<file path="src/rtl/button_pulse_pkg.sv">
// Shared constants for button_pulse_gen: FSM state encodings, default
// parameter values and the counter-width helper.
package button_pulse_pkg;

  localparam int unsigned DEBOUNCE_CYCLES_DEF = 4;
  localparam int unsigned REPEAT_DELAY_DEF    = 16;
  localparam int unsigned REPEAT_PERIOD_DEF   = 8;

  typedef logic [1:0] state_t;

  localparam logic [1:0] ST_IDLE    = 2'd0;
  localparam logic [1:0] ST_HOLD_UP = 2'd1;
  localparam logic [1:0] ST_HOLD_DN = 2'd2;
  localparam logic [1:0] ST_BOTH    = 2'd3;

  // Counter wide enough to hold n-1 with one bit of headroom.
  function automatic int unsigned cnt_width(input int unsigned n);
    return $clog2(n) + 1;
  endfunction

endpackage

</file>
<file path="src/rtl/button_debounce.sv">
// Two-flop synchroniser plus stability-counter debounce for one active-low
// button; stable_n only follows the synced input after DEBOUNCE_CYCLES agreeing samples.
module button_debounce
  import button_pulse_pkg::*;
#(
  parameter int unsigned DEBOUNCE_CYCLES = DEBOUNCE_CYCLES_DEF
) (
  input  logic clk,
  input  logic rst_n,
  input  logic btn_n,
  output logic stable_n
);

  localparam int unsigned CNT_W = cnt_width(DEBOUNCE_CYCLES);

  logic             sync1_q, sync1_d;
  logic             sync2_q, sync2_d;
  logic             stable_q, stable_d;
  logic [CNT_W-1:0] cnt_q, cnt_d;

  always_comb begin
    sync1_d  = btn_n;
    sync2_d  = sync1_q;
    stable_d = stable_q;
    cnt_d    = '0;
    if (sync2_q != stable_q) begin
      if (cnt_q == CNT_W'(DEBOUNCE_CYCLES - 1)) begin
        stable_d = sync2_q;
      end else begin
        cnt_d = cnt_q + CNT_W'(1);
      end
    end
  end

  always_ff @(posedge clk) begin
    if (!rst_n) begin
      sync1_q  <= 1'b1;
      sync2_q  <= 1'b1;
      stable_q <= 1'b1;
      cnt_q    <= '0;
    end else begin
      sync1_q  <= sync1_d;
      sync2_q  <= sync2_d;
      stable_q <= stable_d;
      cnt_q    <= cnt_d;
    end
  end

  assign stable_n = stable_q;

endmodule

</file>
<file path="src/rtl/button_pulse_gen.sv">
// Debounced up/down buttons to one-cycle active-low count strobes.
// Define BUTTON_AUTO_REPEAT_EN to add auto-repeat pulses while a single button is held.
module button_pulse_gen
  import button_pulse_pkg::*;
#(
  parameter int unsigned DEBOUNCE_CYCLES = DEBOUNCE_CYCLES_DEF,
  parameter int unsigned REPEAT_DELAY    = REPEAT_DELAY_DEF,
  parameter int unsigned REPEAT_PERIOD   = REPEAT_PERIOD_DEF
) (
  input  logic clk,
  input  logic rst_n,
  input  logic btn_up_n,
  input  logic btn_down_n,
  input  logic en,
  output logic count_up,
  output logic count_down
);

  generate
    if (DEBOUNCE_CYCLES < 2 || REPEAT_PERIOD < 2 || REPEAT_DELAY < 1) begin : g_bad_cfg
      $error("button_pulse_gen: illegal parameter value");
    end
  endgenerate

  logic   up_stable_n, dn_stable_n;
  logic   up_held, dn_held;
  logic   fire_up, fire_dn;
  state_t state_q, state_d;
  logic   count_up_q, count_up_d;
  logic   count_down_q, count_down_d;

`ifdef BUTTON_AUTO_REPEAT_EN
  localparam int unsigned REP_MAX = (REPEAT_DELAY > REPEAT_PERIOD) ? REPEAT_DELAY : REPEAT_PERIOD;
  localparam int unsigned REP_W   = cnt_width(REP_MAX);
  logic [REP_W-1:0] rep_q, rep_d;
`endif

  button_debounce #(.DEBOUNCE_CYCLES(DEBOUNCE_CYCLES)) u_deb_up (
    .clk      (clk),
    .rst_n    (rst_n),
    .btn_n    (btn_up_n),
    .stable_n (up_stable_n)
  );

  button_debounce #(.DEBOUNCE_CYCLES(DEBOUNCE_CYCLES)) u_deb_dn (
    .clk      (clk),
    .rst_n    (rst_n),
    .btn_n    (btn_down_n),
    .stable_n (dn_stable_n)
  );

  assign up_held = ~up_stable_n;
  assign dn_held = ~dn_stable_n;

  // Press-tracking FSM; en only masks the strobes, never the transitions.
  always_comb begin
    state_d = state_q;
    fire_up = 1'b0;
    fire_dn = 1'b0;
`ifdef BUTTON_AUTO_REPEAT_EN
    rep_d   = rep_q;
`endif
    case (state_q)
      ST_IDLE: begin
        if (up_held && dn_held) begin
          state_d = ST_BOTH;
        end else if (up_held) begin
          state_d = ST_HOLD_UP;
          fire_up = 1'b1;
`ifdef BUTTON_AUTO_REPEAT_EN
          rep_d   = REP_W'(REPEAT_DELAY - 1);
`endif
        end else if (dn_held) begin
          state_d = ST_HOLD_DN;
          fire_dn = 1'b1;
`ifdef BUTTON_AUTO_REPEAT_EN
          rep_d   = REP_W'(REPEAT_DELAY - 1);
`endif
        end
      end
      ST_HOLD_UP: begin
        if (!up_held) begin
          state_d = ST_IDLE;
        end else if (dn_held) begin
          state_d = ST_BOTH;
        end else begin
`ifdef BUTTON_AUTO_REPEAT_EN
          if (rep_q == '0) begin
            fire_up = 1'b1;
            rep_d   = REP_W'(REPEAT_PERIOD - 1);
          end else begin
            rep_d = rep_q - REP_W'(1);
          end
`endif
        end
      end
      ST_HOLD_DN: begin
        if (!dn_held) begin
          state_d = ST_IDLE;
        end else if (up_held) begin
          state_d = ST_BOTH;
        end else begin
`ifdef BUTTON_AUTO_REPEAT_EN
          if (rep_q == '0) begin
            fire_dn = 1'b1;
            rep_d   = REP_W'(REPEAT_PERIOD - 1);
          end else begin
            rep_d = rep_q - REP_W'(1);
          end
`endif
        end
      end
      default: begin
        if (!up_held && !dn_held) begin
          state_d = ST_IDLE;
        end
      end
    endcase
    count_up_d   = ~(fire_up & en);
    count_down_d = ~(fire_dn & en);
  end

  always_ff @(posedge clk) begin
    if (!rst_n) begin
      state_q      <= ST_IDLE;
      count_up_q   <= 1'b1;
      count_down_q <= 1'b1;
`ifdef BUTTON_AUTO_REPEAT_EN
      rep_q        <= '0;
`endif
    end else begin
      state_q      <= state_d;
      count_up_q   <= count_up_d;
      count_down_q <= count_down_d;
`ifdef BUTTON_AUTO_REPEAT_EN
      rep_q        <= rep_d;
`endif
    end
  end

  assign count_up   = count_up_q;
  assign count_down = count_down_q;

endmodule
</file>
<file path="config.mk">
export PLATFORM = sky130hd
export DESIGN_NAME = button_pulse_gen
export DESIGN_NICKNAME = d
export VERILOG_FILES = /design/src/rtl/button_pulse_pkg.sv /design/src/rtl/button_debounce.sv /design/src/rtl/button_pulse_gen.sv
export SDC_FILE = /design/constraint.sdc
export NUM_CORES = 1
export LEC_CHECK = 0
export ABC_AREA = 1
export CAP_MARGIN = 40
export CORE_MARGIN = 5
export CORE_UTILIZATION = 46
export CTS_BUF_LIST = sky130_fd_sc_hd__clkbuf_2
export DETAILED_ROUTE_END_ITERATION = 10
export PLACE_DENSITY_LB_ADDON = 0.2
export SLEW_MARGIN = 30
export SYNTH_ARGS = -nofsm -noshare
export SYNTH_HDL_FRONTEND = slang
export SYNTH_SLANG_ARGS = --single-unit
</file>
<file path="constraint.sdc">
create_clock -name clk -period 2.38 [get_ports clk]
set_input_delay 0.357 -clock clk [delete_from_list [all_inputs] [get_ports clk]]
set_output_delay 0.357 -clock clk [all_outputs]
set_load 0.005 [all_outputs]
</file>
**Word-level counts from Yosys, hierarchy flattened**

Index checks and enable logic that the tools add are counted.

- Mux-type cells: 16
- $lt $le $gt $ge: 0
- Reductions and logical operators: 9
- Equality and inequality tests: 9
- Multiply operators: 0
- Bitwise gates (word level): 9
- Shift-type cells: 0
- Div/mod/pow operators: 0
- Add/sub/neg operators: 2

Operators with widths:

| kind | count |
|---|---|
| two-way mux 2 bit | 8 |
| two-way mux 1 bit | 7 |
| NOT 1 bit | 7 |
| adder 3 x 1 -> 3 bit, second input constant | 2 |
| equality test 3 x 2 -> 1 bit, second input constant | 2 |
| one-hot mux 2 bit (3 select lines) | 1 |
| OR reduction 3 bit | 2 |
| != test 4 bit, second input constant | 1 |
| AND reduction 2 bit | 2 |
| AND reduction 4 bit | 1 |
| nonzero test 4 bit | 1 |
| != test 3 x 2 -> 1 bit, second input constant | 1 |
| != test 3 bit, second input constant | 1 |
| bitwise AND 1 bit | 2 |
| equality test 2 x 1 -> 1 bit, second input constant | 1 |
| equality test 2 bit, second input constant | 1 |
| logical AND 1 bit | 2 |
| logical NOT 2 bit | 1 |
| != test 1 bit | 2 |

- Bits in writable memories: 0
- Bits in latches: 0
- Bits in read-only memories: 0
- Word-level logic and storage cells: 56
- Input bits: 5
- Memories: 0
- Register bits after elaboration: 16

**Logic depth before layout (Yosys ltp)**

Gate-level depths: netlist of the first run.

- Depth after elaboration: 6
- Mapped depth: 5
- Depth with buffers taken out: 5

**Cells and area by module**

Synthesis of the first run repeated with hierarchy kept, for this count alone.

- Cell total of the unflattened synthesis: 76
- Area, all modules: 630.6 µm²

By module, submodules not included:

| module | seq. area each (µm²) | area each (µm²) | cells each | instances |
|---|---|---|---|---|
| button_debounce | 120.1 | 221.5 | 24 | 2 |
| button_pulse_gen | 80.1 | 187.7 | 28 | 1 |

**Worst setup path before layout of the first run**

OpenSTA, ideal clock, no wires.

- Path type: reg-to-reg
- Start point: reg u_deb_dn.cnt_q[0]
- End point: reg u_deb_dn.stable_q (netlist: u_deb_dn.stable_n)
- Cell stages (with the launch flop): 5
- Data required time: 2.257 ns
- Setup slack: 1.358 ns
- Arrival time: 0.899 ns
- Period minus slack after synthesis: 1.022 ns
- Cell sequence: dfxtp_1 -> ha_1 -> ha_1 -> a21oi_1 -> o21ai_0

- Word-level cells in the longest chain between the ends: 2

RTL lines:

| what | line | source |
|---|---|---|
| start, declared | button_debounce.sv:19 | `logic [CNT_W-1:0] cnt_q, cnt_d;` |
| start signal, assigned | button_debounce.sv:45 | `cnt_q <= cnt_d;` |
| equality test 3 x 2 -> 1 bit | button_debounce.sv:27 | `if (cnt_q == CNT_W'(DEBOUNCE_CYCLES - 1)) begin` |
| AND reduction 2 bit (no line) | - |  |
| end signal, assigned | button_debounce.sv:44 | `stable_q <= stable_d;` |
| end, declared | button_debounce.sv:18 | `logic stable_q, stable_d;` |

No other way between the ends.
A chain may end at the register's enable or synchronous reset.

**Worst setup path in the final report of the first run**

- Start point: reg count_up_q (netlist: count_up)
- End point: out count_up

RTL lines:

| what | line | source |
|---|---|---|
| start, declared | button_pulse_gen.sv:29 | `logic count_up_q, count_up_d;` |
| start signal, assigned | button_pulse_gen.sv:133 | `count_up_q <= count_up_d;` |
| end, declared | button_pulse_gen.sv:15 | `output logic count_up,` |

No word-level cell between the ends.

==> flow_summary.json, run 1 <==
{
  "synth_cells": 71,
  "drt_iter0_drc": 2,
  "areaGrowthSynthToFinish_pct": 15.3,
  "p_per_area_nw_per_um2": 571,
  "timing.hold.ws_ns": 0.422,
  "die_height_um": 46.5,
  "synth_most_common_cell": "dfxtp_1",
  "maxSlewViolCount": 0,
  "drc": 0,
  "fin_setup_tns_ns": 0,
  "place_congestion": 0.782,
  "hold_viol": 0,
  "drive_gt1_frac": 0.125,
  "max_stage_delay_ns": 0.49,
  "hold_class": "reg -> reg",
  "grt_pass1_wl_mm": 1.48,
  "cts_tree": "yes",
  "yosysTopAreaCellShare": 0.521,
  "irDropWorstVdd_mv": 0.233,
  "grt_pass1_vias": 405,
  "rsz0062_at_grt": "no",
  "io_pins": 7,
  "cts_buffers": 3,
  "cpMaxStageDelayCell": "clkdlybuf4s50_1",
  "antenna_cells": 0,
  "cp.buffers_inverters": 1,
  "cp.arrival_ns": 1.09,
  "vias_per_cell": 4.72,
  "slew_headroom": 0.868,
  "crit_fanout": 1,
  "tightest_slew_ns": 0.198,
  "num_rows": 13,
  "timing.final.crit_share": 0.609,
  "p_leak_uw": 0.000333,
  "synth-edff-count": 0,
  "status": "finished clean",
  "clkLatencyLatePin_ns": 0.27,
  "grt-ovfl-total": 0,
  "cts_resized": 0,
  "htree_levels": 1,
  "skew_ns": 0.00138,
  "crit_family": "buffers and inverters",
  "coreArea_um2": 1280,
  "io_buffers": 6,
  "ant_nets": 0,
  "setup_viol": 0,
  "hold_buffers": 0,
  "yosysTopAreaCell": "dfxtp_1",
  "routedWlPerCell_um": 8.87,
  "synth_top_cells_by_count": "16 x dfxtp_1, 14 x nand2_1, 10 x inv_1",
  "synthesis.area_um2": 614,
  "n_fill_cell": 136,
  "cts_setup_buffers": 0,
  "syn_avg_cell_area_um2": 8.65,
  "max-cap-violations": 0,
  "synthArstFlopShare": 0,
  "syn-num-nets": 80,
  "dp_hpwl_um": 624,
  "nets": 91,
  "dominantRegCellSynth": "dfxtp_1",
  "seq_area_frac_synth": 0.521,
  "cts.sink_count": 16,
  "routed_wl_um": 843,
  "yosys_warnings": 0,
  "ys_top_cells_by_area": "dfxtp_1 52%, nand2_1 8.6%, ha_1 8.1%",
  "antenna_found_initial": 0,
  "fp.dieArea_um2": 2170,
  "grt_max_degree": 9,
  "max_clock_freq_ghz": 0.690,
  "end_kind": "output pin",
  "synth_cell_type_count": 14,
  "track_usage": 0.0992,
  "cp.required_ns": 2.02,
  "synth_seq_cells": 16,
  "clk_pin_slew_ns": 0.13,
  "startpoint_type": "flop",
  "period_needed_ns": 1.45,
  "dr.pass1.iters": 2,
  "clk_path_buf_depth": 2,
  "layout.cells.non_filler": 95,
  "dp_cells": 92,
  "crit_type": "reg -> out",
  "dieWidth_um": 46.5,
  "start_util": 0.478,
  "crit_chain": "clkdlybuf4s50_1",
  "cts_root_buffer": "clkbuf_2",
  "via_count": 448
}
## layout make-up
class | instances | area (um^2) | area share
Sequential cell | 16 | 320 | 0.452
Timing Repair Buffer | 6 | 60.1 | 0.0848
Clock buffer | 3 | 15.0 | 0.0212
Tap cell | 15 | 18.8 | 0.0265
Inverter | 12 | 45.0 | 0.0636
Multi-Input combinational cell | 43 | 249 | 0.352
## state kept, by name (all words and copies together) (netlist names)
name and count:
u_deb_up.sync1_q 1, count_down 1, u_deb_up.sync2_q 1, u_deb_up.cnt_q 3
u_deb_dn.stable_n 1, count_up 1, u_deb_dn.cnt_q 3, state_q 2
u_deb_dn.sync2_q 1, u_deb_dn.sync1_q 1, u_deb_up.stable_n 1
## per-stage QoR
stage          setup slack (ns)  total power, uW  area, um^2   util
2_1_floorplan              1.36              290         614      -
4_1_cts                   0.909              411         708  0.551
3_5_place_dp               1.01              299         693  0.539
3_3_place_gp               1.03              299         693  0.539
5_1_grt                   0.874              425         708  0.551
6_report                  0.931              404         708  0.551
## where the power goes
part	total (uW)	internal (uW)	switching, uW	leakage, uW
registers	274	272	1.64	0.000130
logic	19.7	10.8	8.87	0.000190
clock network	111	34.4	76.4	0.0000125
## metal layers
layer | routed length, um | global-route usage | up-vias | share of wire
li1 | - | - | 237 | -
met1 | 410 | 0.107 | 197 | 0.49
met2 | 351 | 0.151 | 9 | 0.42
met3 | 52 | 0.0352 | 5 | 0.062
met4 | 29 | 0.0852 | 0 | 0.034
met5 | 0 | 0 | - | 0
## kinds of logic (layout without fill, tap and decap cells)
| kind of cell | count (synthesis) | in the layout | share of synthesized area |
|---|---|---|---|
| flip-flops | 16 | 16 | 0.521 |
| AO/OA/AOI/OAI | 5 | 5 | 0.0407 |
| AND/OR/NAND/NOR | 34 | 34 | 0.283 |
| adder cells (fa/ha/maj) | 4 | 4 | 0.0815 |
| buffers and inverters | 12 | 21 | 0.0733 |
## path summary, 6_finish.rpt
path / cells past startpoint / slack, ns / startpoint / endpoint
worst max-delay path: 1 / 0.93 / count_up / count_up
worst min-delay path: 1 / 0.42 / u_deb_up.sync1_q / u_deb_up.sync2_q
worst max register to register: 5 / 1.27 / u_deb_dn.cnt_q[0] / u_deb_dn.cnt_q[1]
worst min register to register: 1 / 0.42 / u_deb_up.sync1_q / u_deb_up.sync2_q
## cells in the final DEF (no fill, tap or decap), drive strengths merged
master,instances
or2,4
inv,12
ha,4
nand2,15
nand4,2
clkbuf,3
nor2,10
nand3,3
a21oi,3
clkdlybuf4s50,6
dfxtp,16
o21ai,2
(Power assumes the default switching activity.)
==> inputs of run 2 (changes only) <==
==> constraint.sdc (replaced) <==
create_clock -name clk -period 1.2 [get_ports clk]
set_input_delay 0.18 -clock clk [delete_from_list [all_inputs] [get_ports clk]]
set_output_delay 0.18 -clock clk [all_outputs]
set_load 0.005 [all_outputs]
==> run 2 against run 1 <==
  * Sequential share of layout area rose by 0.16 points
  * Wire length unchanged
  * Clock power is 98% higher
  * Final area shrank 0.35%
  * Via count unchanged
  * Critical path depth up 4
  * Global-route usage did not move
  * Utilization fell by 0.19 points
  * Flip-flop and latch count unchanged
  * Clock skew is the same
  * Die area unchanged
==> flow_summary.json, run 2 (synthesized netlist as in run 1, its figures left out) <==
{
  "hold_viol": 0,
  "startpoint_type": "flop",
  "maxSlewViolCount": 0,
  "dp_hpwl_um": 624,
  "drt_iter0_drc": 2,
  "die_height_um": 46.5,
  "final_common_cell": "dfxtp_1",
  "via_count": 448,
  "clkLatencyLatePin_ns": 0.27,
  "setup_viol": 0,
  "nets": 91,
  "routed_wl_um": 843,
  "rrSetupSlack_ns": 0.09,
  "io_pins": 7,
  "fp.dieArea_um2": 2170,
  "track_usage": 0.0992,
  "cp.arrival_ns": 1.33,
  "grt-ovfl-total": 0,
  "dr.max_layer_used": "met4",
  "fin_setup_tns_ns": 0,
  "slew_headroom": 0.868,
  "rsz0062_at_grt": "no",
  "max_clock_freq_ghz": 0.902,
  "mostFrequentLayoutCells": "16 x dfxtp_1, 14 x nand2_1, 10 x inv_1",
  "min_to": "u_deb_up.sync2_q",
  "hold_class": "reg -> reg",
  "skew_ns": 0.00138,
  "p_leak_uw": 0.000329,
  "cts.sink_count": 16,
  "clk_pin_slew_ns": 0.13,
  "coreArea_um2": 1280,
  "drc": 0,
  "routedWlPerCell_um": 8.87,
  "antenna_cells": 0,
  "dieWidth_um": 46.5,
  "drive_gt1_frac": 0.125,
  "holdPathStages": 1,
  "top_regs": "u_deb_dn.cnt_q x3, u_deb_up.cnt_q x3, state_q x2",
  "htree_levels": 1,
  "cts_tree": "yes",
  "cts_root_buffer": "clkbuf_2",
  "vias_per_cell": 4.72,
  "fin_area_um2": 706,
  "status": "finished clean",
  "met1Wirelength_um": 410,
  "start_util": 0.478,
  "cts_buffers": 3,
  "tightest_slew_ns": 0.198,
  "wl_met2_um": 351,
  "power_uw": 802,
  "ant_nets": 0,
  "num_rows": 13,
  "timing.final.crit_share": 0.923,
  "p_per_area_nw_per_um2": 1140,
  "grt_pass1_wl_mm": 1.48,
  "crit_type": "reg -> reg",
  "grt_pass1_vias": 405,
  "io_buffers": 6,
  "wl_met3_um": 53,
  "min_from": "u_deb_up.sync1_q",
  "placed_area_um2": 693,
  "irDropWorstVdd_mv": 0.462,
  "place_congestion": 0.782,
  "reg2reg_to": "u_deb_dn.cnt_q[1]",
  "crit_fanout": 3,
  "rr_worst_depth": 5,
  "r2r_start": "u_deb_dn.cnt_q[0]",
  "dr.pass1.iters": 2,
  "max-cap-violations": 0,
  "grt_max_degree": 9,
  "antenna_found_initial": 0,
  "clk_path_buf_depth": 2,
  "areaGrowthSynthToFinish_pct": 14.9,
  "end_kind": "flop",
  "cp.required_ns": 1.42,
  "period_needed_ns": 1.11
}
run 2: worst max path at each step:
stage | start | end | cells past startpoint
after detailed placement | rst_n | u_deb_up.cnt_q[0] | 5
final | u_deb_dn.cnt_q[0] | u_deb_dn.cnt_q[1] | 5
after floorplan | u_deb_dn.cnt_q[0] | u_deb_dn.stable_n | 4
after global placement | rst_n | u_deb_up.cnt_q[0] | 5
after global routing | u_deb_up.cnt_q[0] | u_deb_up.cnt_q[2] | 5
after CTS | u_deb_dn.cnt_q[0] | u_deb_dn.cnt_q[1] | 5
run 2: through the flow:
stage	instances	utilization	hold slack [ns]	worst slack (ns)
2_1_floorplan	71	-	0.280	0.178
3_3_place_gp	92	0.539	0.390	0.0299
3_5_place_dp	92	0.539	0.398	0.00655
4_1_cts	95	0.549	0.430	0.0739
5_1_grt	95	0.549	0.433	0.00828
6_report	95	0.549	0.422	0.0919
run 2: worst max-delay path, stage by stage, from the launching register on:
cell and delay (ns):
dfxtp_1 0.34, ha_1 0.19, ha_1 0.23, nor2_4 0.12, nand3_2 0.09, nor2_1 0.09
run 2: where the power goes:
part	leakage, uW	internal, uW	switching [uW]	total [uW]
sequential	0.000130	540	3.26	543
clock	0.0000125	68.2	152	220
combinational	0.000186	21.4	17.6	39.0
run 2: final cells by class:
class / instances / area, um^2
Fill cell: 138 / 579
Sequential cell: 16 / 320
Multi-Input combinational cell: 43 / 249
Timing Repair Buffer: 6 / 57.6
Inverter: 12 / 45.0
Tap cell: 15 / 18.8
Clock buffer: 3 / 15.0
run 2: layer usage:
metal	track usage	vias up
met2	0.151	9
met4	0.0852	0
li1	-	237
met3	0.0352	5
met1	0.107	197
met5	0	-
run 2: repair_timing:
item,4_1_cts,5_1_grt
resized for setup,2,0
buffers inserted,0,0
hold endpoints to repair,0,0
setup endpoints to repair,2,0
hold buffers,0,0
==> inputs of run 3 (changes only) <==
--- a/config.mk
+++ b/config.mk
@@ -11,7 +11,8 @@
 export CORE_UTILIZATION = 46
 export CTS_BUF_LIST = sky130_fd_sc_hd__clkbuf_2
 export DETAILED_ROUTE_END_ITERATION = 10
-export PLACE_DENSITY_LB_ADDON = 0.2
+export HOLD_SLACK_MARGIN = 0.12
+export PLACE_DENSITY = 0.7
 export SLEW_MARGIN = 30
 export SYNTH_ARGS = -nofsm -noshare
 export SYNTH_HDL_FRONTEND = slang
==> run 3 against run 2 <==
  * Critical path depth stayed put
  * Clock skew is 0.0042 ns higher
  * Combinational power is 1% lower
  * Sequential share of layout area stayed put
  * Hold slack worse by 0.0047 ns
  * Power is 0.24% lower
  * Flip-flop and latch count stayed put
  * Setup slack better by 0.0072 ns
  * First-iteration DRC count grew to 3.0 times the previous value
  * Highest routed layer unchanged
==> flow_summary.json, run 3 (synthesized netlist as in run 1, its figures left out) <==
{
  "cp.buffers_inverters": 0,
  "routedWlPerCell_um": 8.67,
  "top_regs": "u_deb_dn.cnt_q x3, u_deb_up.cnt_q x3, state_q x2",
  "dr.pass1.iters": 4,
  "clkPwrFrac": 0.272,
  "p_leak_uw": 0.000329,
  "crit_path_frequent_cell": "ha_1",
  "p_int_uw": 629,
  "coreArea_um2": 1280,
  "vias_per_cell": 4.68,
  "status": "finished clean",
  "antenna_cells": 0,
  "irDropWorstVdd_mv": 0.643,
  "p_per_area_nw_per_um2": 1130,
  "grt_pass1_wl_mm": 1.47,
  "critPathLaunch": "u_deb_up.cnt_q[0]",
  "drive_gt1_frac": 0.125,
  "crit_type": "reg -> reg",
  "switchingPower_uw": 171,
  "nets": 91,
  "setup_ws_ns": 0.0991,
  "slew_headroom": 0.867,
  "grt_pass1_vias": 380,
  "track_usage": 0.103,
  "cts_resized": 2,
  "fp.dieArea_um2": 2170,
  "num_rows": 13,
  "antenna_found_initial": 0,
  "seqPwrFrac": 0.679,
  "cp.arrival_ns": 1.33,
  "reg2reg_to": "u_deb_up.cnt_q[0]",
  "areaGrowthSynthToFinish_pct": 14.9,
  "routed_wl_um": 824,
  "ant_nets": 0,
  "mostFrequentLayoutCells": "16 x dfxtp_1, 14 x nand2_1, 10 x inv_1",
  "dieWidth_um": 46.5,
  "fin_util": 0.549,
  "final_common_cell": "dfxtp_1",
  "max_stage_delay_ns": 0.34,
  "end_kind": "flop",
  "die_height_um": 46.5,
  "crit_end": "u_deb_up.cnt_q[0]",
  "netSwitchingFraction": 0.213,
  "rrSetupSlack_ns": 0.1,
  "tightest_slew_ns": 0.199,
  "drc": 0,
  "cts_buffers": 3,
  "timing.hold.ws_ns": 0.417,
  "placed_area_um2": 693,
  "cts_setup_buffers": 0,
  "path_depth": 5,
  "startpoint_type": "flop",
  "setup_viol": 0,
  "grt_max_degree": 9,
  "io_buffers": 6,
  "cpMaxStageDelayCell": "dfxtp_1",
  "hold_class": "reg -> reg",
  "fin_area_um2": 706,
  "max-cap-violations": 0,
  "drt_iter0_drc": 6,
  "clk_path_buf_depth": 2,
  "hold_buffers": 0,
  "dp_hpwl_um": 638,
  "crit_chain": "ha_1, ha_1, nor2_4, nand3_2, nor2_1",
  "htree_levels": 1,
  "via_count": 445,
  "clk_pin_slew_ns": 0.13,
  "crit_fanout": 3,
  "p_comb_frac": 0.048,
  "io_pins": 7,
  "timing.final.crit_share": 0.917,
  "crit_family": "adder cells",
  "grt-ovfl-total": 0,
  "clkLatencyLatePin_ns": 0.28,
  "rr_worst_depth": 5,
  "r2r_start": "u_deb_up.cnt_q[0]",
  "period_needed_ns": 1.10,
  "place_congestion": 0.804,
  "cts_root_buffer": "clkbuf_2",
  "maxSlewViolCount": 0,
  "cts_tree": "yes",
  "rsz0062_at_grt": "no",
  "cp.required_ns": 1.43,
  "start_util": 0.478,
  "cts.sink_count": 16,
  "hold_viol": 0,
  "skew_ns": 0.00556,
  "fin_setup_tns_ns": 0,
  "post-place-ws_ns": 0.0256,
  "max_clock_freq_ghz": 0.908
}
[run 3: cell counts in the layout (fill, tap and decap cells not counted)]
Identical to the previous run, type by type.
[run 3: metrics by stage]
stage | std cells | total power (uW)
final | 95 | 800
after global routing | 95 | 838
after CTS | 95 | 811
after detailed placement | 92 | 594
after global placement | 92 | 593
after floorplan | 71 | 576
[run 3: how the worst min path moves through the flow]
stage / from / end / slack [ns] / cells past startpoint
after floorplan: btn_down_n / u_deb_dn.sync1_q / 0.28 / 1
after global placement: u_deb_up.sync1_q / u_deb_up.sync2_q / 0.39 / 1
after detailed placement: u_deb_dn.sync1_q / u_deb_dn.sync2_q / 0.40 / 1
after CTS: u_deb_dn.cnt_q[0] / u_deb_dn.cnt_q[0] / 0.44 / 1
after global routing: btn_up_n / u_deb_up.sync1_q / 0.44 / 2
final: u_deb_dn.sync1_q / u_deb_dn.sync2_q / 0.42 / 1
[run 3: routing by layer]
layer	track usage	part of all wire	vias to the layer above	wire (um)
li1	-	-	236	-
met1	0.112	0.45	196	371
met2	0.148	0.44	9	362
met3	0.0352	0.081	4	67
met4	0.102	0.028	0	23
met5	0	0	-	0
[run 3: cell type report]
cell class              instances  area [um^2]
repair buffers                  6         57.6
flip-flops and latches         16          320
well taps                      15         18.8
clock buffers                   3         15.0
inverters                      12         45.0
fillers                       131          579
multi-input cells              43          249
[run 3: power by group through the flow]
stage / logic [uW] / clock network, uW / registers [uW]
3_3_place_gp: 38.1 / 0 / 555
6_report: 38.6 / 218 / 543
4_1_cts: 39.3 / 229 / 543
3_5_place_dp: 38.8 / 0 / 555
2_1_floorplan: 21.8 / 0 / 554
5_1_grt: 44.3 / 249 / 545
